===== config.mk =====
export PLATFORM = sky130hd
export DESIGN_NAME = rv32_lsu
export DESIGN_NICKNAME = d
export VERILOG_FILES = /design/src/rtl/rv32_pkg.sv /design/src/rtl/rv32_lsu_align.sv /design/src/rtl/rv32_lsu.sv
export SDC_FILE = /design/constraint.sdc
export NUM_CORES = 1
export LEC_CHECK = 0
export BUFFER_PORTS_ARGS = -buffer_cell sky130_fd_sc_hd__buf_2
export CORE_MARGIN = 2
export CORE_UTILIZATION = 51
export CTS_BUF_LIST = sky130_fd_sc_hd__clkbuf_4 sky130_fd_sc_hd__clkbuf_8 sky130_fd_sc_hd__clkbuf_16
export DETAILED_ROUTE_END_ITERATION = 7
export PLACE_DENSITY_LB_ADDON = 0.15
export SLEW_MARGIN = 15
export SYNTH_ARGS = -nofsm -noshare
export SYNTH_HDL_FRONTEND = slang
export SYNTH_SLANG_ARGS = --single-unit

===== constraint.sdc =====
create_clock -name clk -period 2.4 [get_ports clk]
set_input_delay 0.72 -clock clk [delete_from_list [all_inputs] [get_ports clk]]
set_output_delay 0.72 -clock clk [all_outputs]
set_load 0.05 [all_outputs]

===== src/rtl/rv32_pkg.sv =====
// Shared RV32 types, LSU state/cause enums and funct3 width codes.
// Also holds the access legality helpers used at request accept.
package rv32_pkg;

  typedef logic [31:0] rv32_register_t;

  typedef enum logic [1:0] {
    LSU_IDLE = 2'd0,
    LSU_REQ  = 2'd1,
    LSU_WAIT = 2'd2
  } rv32_lsu_state_t;

  typedef enum logic [1:0] {
    EXC_MISALIGN = 2'd0,
    EXC_ILLEGAL  = 2'd1,
    EXC_TIMEOUT  = 2'd2
  } rv32_lsu_exc_t;

  localparam logic [2:0] LSU_B  = 3'b000;
  localparam logic [2:0] LSU_H  = 3'b001;
  localparam logic [2:0] LSU_W  = 3'b010;
  localparam logic [2:0] LSU_BU = 3'b100;
  localparam logic [2:0] LSU_HU = 3'b101;

  function automatic logic lsu_illegal(
    input logic       ld,
    input logic       st,
    input logic [2:0] f3
  );
    logic r;
    r = 1'b0;
    if (ld && st) r = 1'b1;
    else if (ld)
      r = !(f3 inside {LSU_B, LSU_H, LSU_W, LSU_BU, LSU_HU});
    else
      r = !(f3 inside {LSU_B, LSU_H, LSU_W});
    return r;
  endfunction

  function automatic logic lsu_misaligned(
    input logic [2:0] f3,
    input logic [1:0] a
  );
    return ((f3[1:0] == 2'b01) && a[0]) ||
           ((f3[1:0] == 2'b10) && (a != 2'b00));
  endfunction

endpackage


===== src/rtl/rv32_lsu_align.sv =====
// Store lane replication / byte enables and load extract / extend.
// Purely combinational.
module rv32_lsu_align
  import rv32_pkg::*;
(
  input  logic           i_is_load,
  input  logic [2:0]     i_funct3,
  input  logic [1:0]     i_addr_lo,
  input  rv32_register_t i_st_data,
  input  rv32_register_t i_ld_raw,
  output logic [3:0]     o_be,
  output rv32_register_t o_st_lanes,
  output rv32_register_t o_ld_data
);

  rv32_register_t w_lane;

  always_comb begin
    o_be       = 4'b1111;
    o_st_lanes = i_st_data;
    if (!i_is_load) begin
      unique case (i_funct3[1:0])
        2'b00: begin
          o_be       = 4'b0001 << i_addr_lo;
          o_st_lanes = {4{i_st_data[7:0]}};
        end
        2'b01: begin
          o_be       = i_addr_lo[1] ? 4'b1100 : 4'b0011;
          o_st_lanes = {2{i_st_data[15:0]}};
        end
        default: ;
      endcase
    end
  end

  assign w_lane = i_ld_raw >> {i_addr_lo, 3'b000};

  always_comb begin
    o_ld_data = w_lane;
    unique case (i_funct3)
      LSU_B:  o_ld_data = {{24{w_lane[7]}}, w_lane[7:0]};
      LSU_H:  o_ld_data = {{16{w_lane[15]}}, w_lane[15:0]};
      LSU_BU: o_ld_data = {24'd0, w_lane[7:0]};
      LSU_HU: o_ld_data = {16'd0, w_lane[15:0]};
      default: ;
    endcase
  end

endmodule


===== src/rtl/rv32_lsu.sv =====
// RV32 load/store unit: one req/gnt/rvalid transaction in flight,
// aligned writeback, misaligned/illegal/timeout exceptions.
module rv32_lsu
  import rv32_pkg::*;
#(
  parameter int unsigned TIMEOUT_CYCLES = 255
) (
  input  logic           clk,
  input  logic           rst_n,
  input  logic           req_valid,
  output logic           req_ready,
  input  logic           is_load,
  input  logic           is_store,
  input  logic [2:0]     funct3,
  input  rv32_register_t addr,
  input  rv32_register_t wdata,
  input  logic [4:0]     rd_idx,
  output logic           mem_req,
  output logic           mem_we,
  output rv32_register_t mem_addr,
  output logic [3:0]     mem_be,
  output rv32_register_t mem_wdata,
  input  logic           mem_gnt,
  input  logic           mem_rvalid,
  input  rv32_register_t mem_rdata,
  output logic           wb_valid,
  output logic [4:0]     wb_rd,
  output rv32_register_t wb_data,
  output logic           st_done,
  output logic           exc_valid,
  output logic [1:0]     exc_cause,
  output rv32_register_t exc_addr
);

  localparam int CW = $clog2(TIMEOUT_CYCLES + 1);

  rv32_lsu_state_t r_state, w_next;
  logic [CW-1:0]   r_cnt;
  rv32_register_t  r_addr, r_wdata;
  logic [2:0]      r_funct3;
  logic [4:0]      r_rd;
  logic            r_load;

  logic            r_wb_valid, r_st_done, r_exc_valid;
  logic [4:0]      r_wb_rd;
  rv32_register_t  r_wb_data, r_exc_addr;
  rv32_lsu_exc_t   r_exc_cause;

  logic            w_accept, w_illegal, w_misal, w_go;
  logic            w_limit, w_timeout, w_in_req, w_in_wait;
  logic [3:0]      w_be;
  rv32_register_t  w_st_lanes, w_ld_data;

  assign req_ready = (r_state == LSU_IDLE);
  assign w_in_req  = (r_state == LSU_REQ);
  assign w_in_wait = (r_state == LSU_WAIT);
  assign w_accept  = req_valid & req_ready & (is_load | is_store);
  assign w_illegal = lsu_illegal(is_load, is_store, funct3);
  assign w_misal   = lsu_misaligned(funct3, addr[1:0]);
  assign w_go      = w_accept & ~w_illegal & ~w_misal;
  assign w_limit   = (r_cnt == CW'(TIMEOUT_CYCLES - 1));
  // A response arriving on the limit cycle beats the timeout.
  assign w_timeout = w_limit &
                     ((w_in_req & ~mem_gnt) | (w_in_wait & ~mem_rvalid));

  rv32_lsu_align u_align (
    .i_is_load  (r_load),
    .i_funct3   (r_funct3),
    .i_addr_lo  (r_addr[1:0]),
    .i_st_data  (r_wdata),
    .i_ld_raw   (mem_rdata),
    .o_be       (w_be),
    .o_st_lanes (w_st_lanes),
    .o_ld_data  (w_ld_data)
  );

  assign mem_req   = w_in_req;
  assign mem_we    = w_in_req & ~r_load;
  assign mem_addr  = w_in_req ? {r_addr[31:2], 2'b00} : '0;
  assign mem_be    = w_in_req ? w_be : 4'b0000;
  assign mem_wdata = w_in_req ? w_st_lanes : '0;

  always_comb begin
    w_next = r_state;
    unique case (r_state)
      LSU_IDLE: if (w_go) w_next = LSU_REQ;
      LSU_REQ: begin
        if (mem_gnt)      w_next = r_load ? LSU_WAIT : LSU_IDLE;
        else if (w_limit) w_next = LSU_IDLE;
      end
      LSU_WAIT: begin
        if (mem_rvalid || w_limit) w_next = LSU_IDLE;
      end
      default: w_next = LSU_IDLE;
    endcase
  end

  always_ff @(posedge clk or negedge rst_n) begin
    if (!rst_n) r_state <= LSU_IDLE;
    else        r_state <= w_next;
  end

  always_ff @(posedge clk or negedge rst_n) begin
    if (!rst_n) begin
      r_cnt <= '0;
    end else if (w_next != r_state || r_state == LSU_IDLE) begin
      r_cnt <= '0;
    end else begin
      r_cnt <= r_cnt + CW'(1);
    end
  end

  always_ff @(posedge clk or negedge rst_n) begin
    if (!rst_n) begin
      r_addr   <= '0;
      r_wdata  <= '0;
      r_funct3 <= '0;
      r_rd     <= '0;
      r_load   <= 1'b0;
    end else if (w_accept) begin
      r_addr   <= addr;
      r_wdata  <= wdata;
      r_funct3 <= funct3;
      r_rd     <= rd_idx;
      r_load   <= is_load;
    end
  end

  always_ff @(posedge clk or negedge rst_n) begin
    if (!rst_n) begin
      r_wb_valid  <= 1'b0;
      r_wb_rd     <= '0;
      r_wb_data   <= '0;
      r_st_done   <= 1'b0;
      r_exc_valid <= 1'b0;
      r_exc_cause <= EXC_MISALIGN;
      r_exc_addr  <= '0;
    end else begin
      r_wb_valid  <= 1'b0;
      r_st_done   <= 1'b0;
      r_exc_valid <= 1'b0;
      unique case (1'b1)
        w_accept & (w_illegal | w_misal): begin
          r_exc_valid <= 1'b1;
          r_exc_cause <= w_illegal ? EXC_ILLEGAL : EXC_MISALIGN;
          r_exc_addr  <= addr;
        end
        w_timeout: begin
          r_exc_valid <= 1'b1;
          r_exc_cause <= EXC_TIMEOUT;
          r_exc_addr  <= r_addr;
        end
        w_in_req & mem_gnt & ~r_load: r_st_done <= 1'b1;
        w_in_wait & mem_rvalid: begin
          r_wb_valid <= 1'b1;
          r_wb_rd    <= r_rd;
          r_wb_data  <= w_ld_data;
        end
        default: ;
      endcase
    end
  end

  assign wb_valid  = r_wb_valid;
  assign wb_rd     = r_wb_rd;
  assign wb_data   = r_wb_data;
  assign st_done   = r_st_done;
  assign exc_valid = r_exc_valid;
  assign exc_cause = r_exc_cause;
  assign exc_addr  = r_exc_addr;

endmodule


# After elaboration in Yosys (flattened, before gate mapping)
# Cells that the tools add are included.
# W data, S select, Z words.
# op_classes
addsub	1
n_eq_ne	14
shift	2
muxes	24
bitwise	20
reduce_logical	17
# ops
op	count
$pmux W32 S2	2
$pmux W32 S4	1
$mux W32	3
$shr A32 B5 Y32	1
$and A1 B1 Y1	12
$eq A3 B3 Y1 const B	4
$mux W4	3
$mux W2	5
$add A8 B1 Y8 const B	1
$eq A8 B8 Y1 const B	1
$mux W8	1
$pmux W4 S2	1
$eq A2 B1 Y1 const B	3
$eq A3 B1 Y1 const B	2
$logic_not A3 Y1	2
$mux W1	6
$pmux W2 S3	1
$not A1 Y1	5
$reduce_bool A5 Y1	1
$eq A2 B2 Y1 const B	2
$logic_not A2 Y1	2
$pmux W2 S2	1
$reduce_bool A2 Y1	2
$shl A1 B2 Y4 const A	1
8 further kinds	15
# totals
reg_bits	157
out_inout_bits	145
word_cells	92

# Logic depth before layout (Yosys ltp)
# logic_depth
ltp_word	13
mapped_depth	10
depth_no_buf	7

# Modules after synthesis
# Synthesis repeated with hierarchy kept, for this count alone.
# hier_totals
cells_unflattened	781
area_unflattened_um2	8136.6
# by_module_without_submodules
mod	n_inst	cells_each	area_per_inst_um2	seq_area_each_um2
rv32_lsu	1	596	6784.0	3928.8
rv32_lsu_align	1	185	1352.5	0.0

# Least setup slack after synthesis
# Ideal clock, no wire load.
# synth_timing
path_kind	register -> output
from	register r_funct3[0]
to	output port mem_wdata[24]
arrival_ps	2293
t_required_ps	1680
path_slack_ps	-613
path_stages_with_launch	5
n_path_buf	2
path_cell_list	dfrtp_1 > clkbuf_1 > buf_1 > mux2i_1 > a211oi_1
# synth_via
elab_chain_cells	4
elab_cells_between_ends	5
# synth_lines
element	line	source
from (decl)	rv32_lsu.sv:40	logic [2:0] r_funct3;
from (signal assigned)	rv32_lsu.sv:123	r_funct3 <= funct3;
$eq A2 B1 Y1 / $logic_not A2 Y1 (equally long branches)	rv32_lsu_align.sv:22	unique case (i_funct3[1:0])
$pmux W32 S2 (*)	rv32_lsu_align.sv:22	
$mux W32 (*)	rv32_lsu_align.sv:21	if (!i_is_load) begin
$mux W32 (*)	rv32_lsu.sv:81	assign mem_wdata = w_in_req ? w_st_lanes : '0;
to (decl)	rv32_lsu.sv:22	output rv32_register_t mem_wdata,
# Mark *: on every way between the ends. The rest lies on a longest branch, timed or not.

# Worst setup path after layout
# layout_timing
from	register r_funct3[1]
to	output port mem_wdata[26]
# The elaborated chain is that of the path after synthesis.

==> results.py <==
metrics = {
    "status": {
        "status": "finished with violations",
        "violations": "setup timing",
    },
    "logic_synthesis": {
        "syn_avg_cell_area_um2": 9.31,
        "synthFlopType": "dfrtp_1",
        "synthTopCellsByArea": "dfrtp_1 (51%), nand2_1 (14%), mux2_2 (8.4%), and2_1 (3.3%), mux2i_1 (3.1%)",
        "yosys_warnings": 0,
        "yosys.area.top_type_share_pct": 51.4,
        "synth_area_mm2": 0.00765,
        "syn_inst": 821,
        "async_reset_ff_share_pct": 100,
        "synth-seq-cells": 157,
        "synth_top_area_cell": "dfrtp_1",
        "seq_area_frac_synth_pct": 51.4,
        "synth_cell_types": 45,
        "synth_edf_count": 0,
    },
    "die": {
        "die_w_um": 126,
        "die_h_um": 126,
        "initial_core_util_pct": 52.4,
        "dieArea_mm2": 0.0160,
        "ioPinCount": 256,
        "placementRows": 44,
        "core_mm2": 0.0146,
    },
    "setup_path": {
        "critPathCapture": "mem_wdata[26]",
        "rr_worst_depth": 6,
        "cp_max_fo": 7,
        "r2r_end": "exc_addr[12]$_DFFE_PN0P_",
        "path_class": "flip-flop to output port",
        "required_ps": 1680,
        "timing.rr.start": "r_state[0]$_DFF_PN0_",
        "startpoint": "r_funct3[1]$_DFFE_PN0P_",
        "r2r_setup_slack_ps": 270,
        "start_kind": "flip-flop",
        "cp.arrival_ps": 1820,
        "end_kind": "output port",
    },
    "timing": {
        "fmax_mhz": 394,
        "layout_setup_ws_ps": -137,
        "period_needed_ps": 2540,
        "holdWs_ps": 230,
        "tns_ps": -2340,
        "rsz0062_at_grt": "true",
        "hold_violations": 0,
        "setup_viol": 26,
        "skew_ps": 6.83,
        "slew_headroom_pct": 58.8,
        "finalCritPeriodShare_pct": 106,
        "report.final.slew_viol_count": 0,
        "worst_pin_slew_ps": 617,
    },
    "finish": {
        "diodes": 0,
        "nFillCells": 1046,
        "seq_area_mm2": 0.00393,
        "layout_common_cells": "nand2_1 (278), buf_2 (186), dfrtp_1 (156)",
        "drive_gt1_share_pct": 40.6,
        "finish.utilization_pct": 74.3,
        "multi_input_area_mm2": 0.00384,
        "fin_nets": 1196,
        "area_growth_pct": 41.8,
        "layout_commonest_cell": "nand2_1",
    },
    "placed_design": {
        "place_ws_ps": -113,
        "io_buffers": 253,
        "dp_hpwl_um": 14300,
        "gp_congestion": 0.829,
    },
    "clocking": {
        "clock_sinks": 157,
        "hold_buffers": 0,
        "cts_buffers": 17,
        "clkTransAtPathRegs_ps": 60,
        "cts_tree": "yes",
        "cts_root_buf": "clkbuf_16",
        "ctsLongestPathBuffers": 2,
        "clk_latency_ps": 430,
        "cts_htree_levels": 4,
    },
    "grt": {
        "grt-ovfl-total": 0,
        "grt_pass1_vias": 6802,
        "grt_max_degree": 76,
        "antenna_found_initial": 0,
        "grt_usage_pct": 27.8,
        "grt_pass1_wl_um": 35100,
    },
    "power_and_ir_drop": {
        "peakVddDrop_uv": 763,
        "p_leak_uw": 0.00542,
        "power_density_mw_per_mm2": 1040,
    },
    "routing": {
        "drt_first_iter_violations": 547,
        "via_per_inst": 5.36,
        "drcViolationCount": 0,
        "drt_wl_total_um": 22300,
        "vias": 6864,
        "wl_per_cell_um": 17.4,
        "ant_nets": 0,
        "first_pass_iters": 5,
    },
    "flow_run": {
        "maxCapViolCount": 0,
    },
    "hold_path": {
        "min_path_type": "input port to asynchronous set/reset pin",
    },
}
## power breakdown
part           switching (uW)  internal [uW]  total, uW  leakage, uW
clock network            1110           1550       2650     0.000282
registers                 483           3330       3820      0.00195
logic                    3340           1470       4810      0.00318
## synthesized netlist by cell type (2+ instances only)
cell and instances:
nand2_1 286, dfrtp_1 157, mux2_2 57, and2_1 40, nor2_1 38, clkbuf_1 37, a21oi_1 36, o21ai_0 27
mux2i_1 24, nand3_1 22, mux2_1 16, a221o_1 9, a211oi_1 8, buf_1 6, buf_2 5, inv_1 5
buf_4 4, buf_6 4, xor2_1 4, and3_1 3, nand2b_1 3, a21o_1 2, ha_1 2, o21ai_1 2
o21bai_1 2, or2_2 2, xnor2_1 2
## worst min-delay path by stage
stage                              endpoint  depth (start not counted)  slack (ps)           startpoint
finish              r_wdata[22]$_DFFE_PN0P_                          1         230                rst_n
global route        r_wdata[22]$_DFFE_PN0P_                          1         260                rst_n
CTS                 r_wdata[22]$_DFFE_PN0P_                          1         250                rst_n
detailed placement     wb_rd[2]$_DFFE_PN0P_                          2         450  r_rd[2]$_DFFE_PN0P_
global placement       wb_rd[2]$_DFFE_PN0P_                          2         450  r_rd[2]$_DFFE_PN0P_
floorplan           exc_addr[0]$_DFFE_PN0P_                          0         420                rst_n
## sequential cells by signal, indices dropped and copies added, names as in the netlist, 2 cells and up
name,count
exc_addr,32
r_addr,32
r_wdata,32
wb_data,32
r_cnt,8
r_rd,5
wb_rd,5
r_funct3,3
exc_cause,2
r_state,2
## metrics by stage
| step | power [uW] | cell area, um2 | instances |
|---|---|---|---|
| final | 11300 | 10800 | 1280 |
| after CTS | 11200 | 10700 | 1276 |
| after floorplan | 7000 | 7940 | 822 |
| after global placement | 8170 | 9580 | 1232 |
| after detailed placement | 8230 | 9580 | 1232 |
| after global routing | 11800 | 10800 | 1280 |
## critical path: stages, from the launching register on
cell and delay (ps):
dfrtp_1 410, buf_6 140, nor2_4 170, buf_8 190
nor2_4 50, a211oi_4 240, buf_6 190
## final cells by class
cell class / instances / share of cell area (%)
inverters: 5 / 0.242
well taps: 184 / 2.12
clock buffers: 21 / 4.43
repair buffers: 297 / 20.5
multi-input cells: 605 / 35.4
clock inverters: 11 / 0.981
flip-flops and latches: 157 / 36.2
## cells by family (layout without fill, tap and decap cells)
kind of cell / count (synthesis) / after routing / synth area share [%]
other: 1 / 2 / 0.0490
multiplexers: 98 / 98 / 14.1
AND/OR/NAND/NOR: 401 / 402 / 21.9
AO/OA/AOI/OAI: 95 / 95 / 7.89
buffers and inverters: 61 / 334 / 3.66
adder cells (fa/ha/maj): 2 / 2 / 0.327
flip-flops: 157 / 157 / 51.4
XOR/XNOR: 6 / 6 / 0.687
## metal layers
metal | GRT usage [%] | vias up | routed length, um
li1 | - | 3232 | -
met1 | 35.9 | 3329 | 9330
met2 | 45.5 | 270 | 10800
met3 | 8.35 | 33 | 1770
met4 | 8.08 | 0 | 383
met5 | 0 | - | 0
## timing repair
action,4_1_cts,5_1_grt
cloned,5,2
pin swaps,11,7
setup endpoints to repair,67,65
setup buffers,7,4
gates resized for setup,125,39
Power figures use the tool's default switching activity.
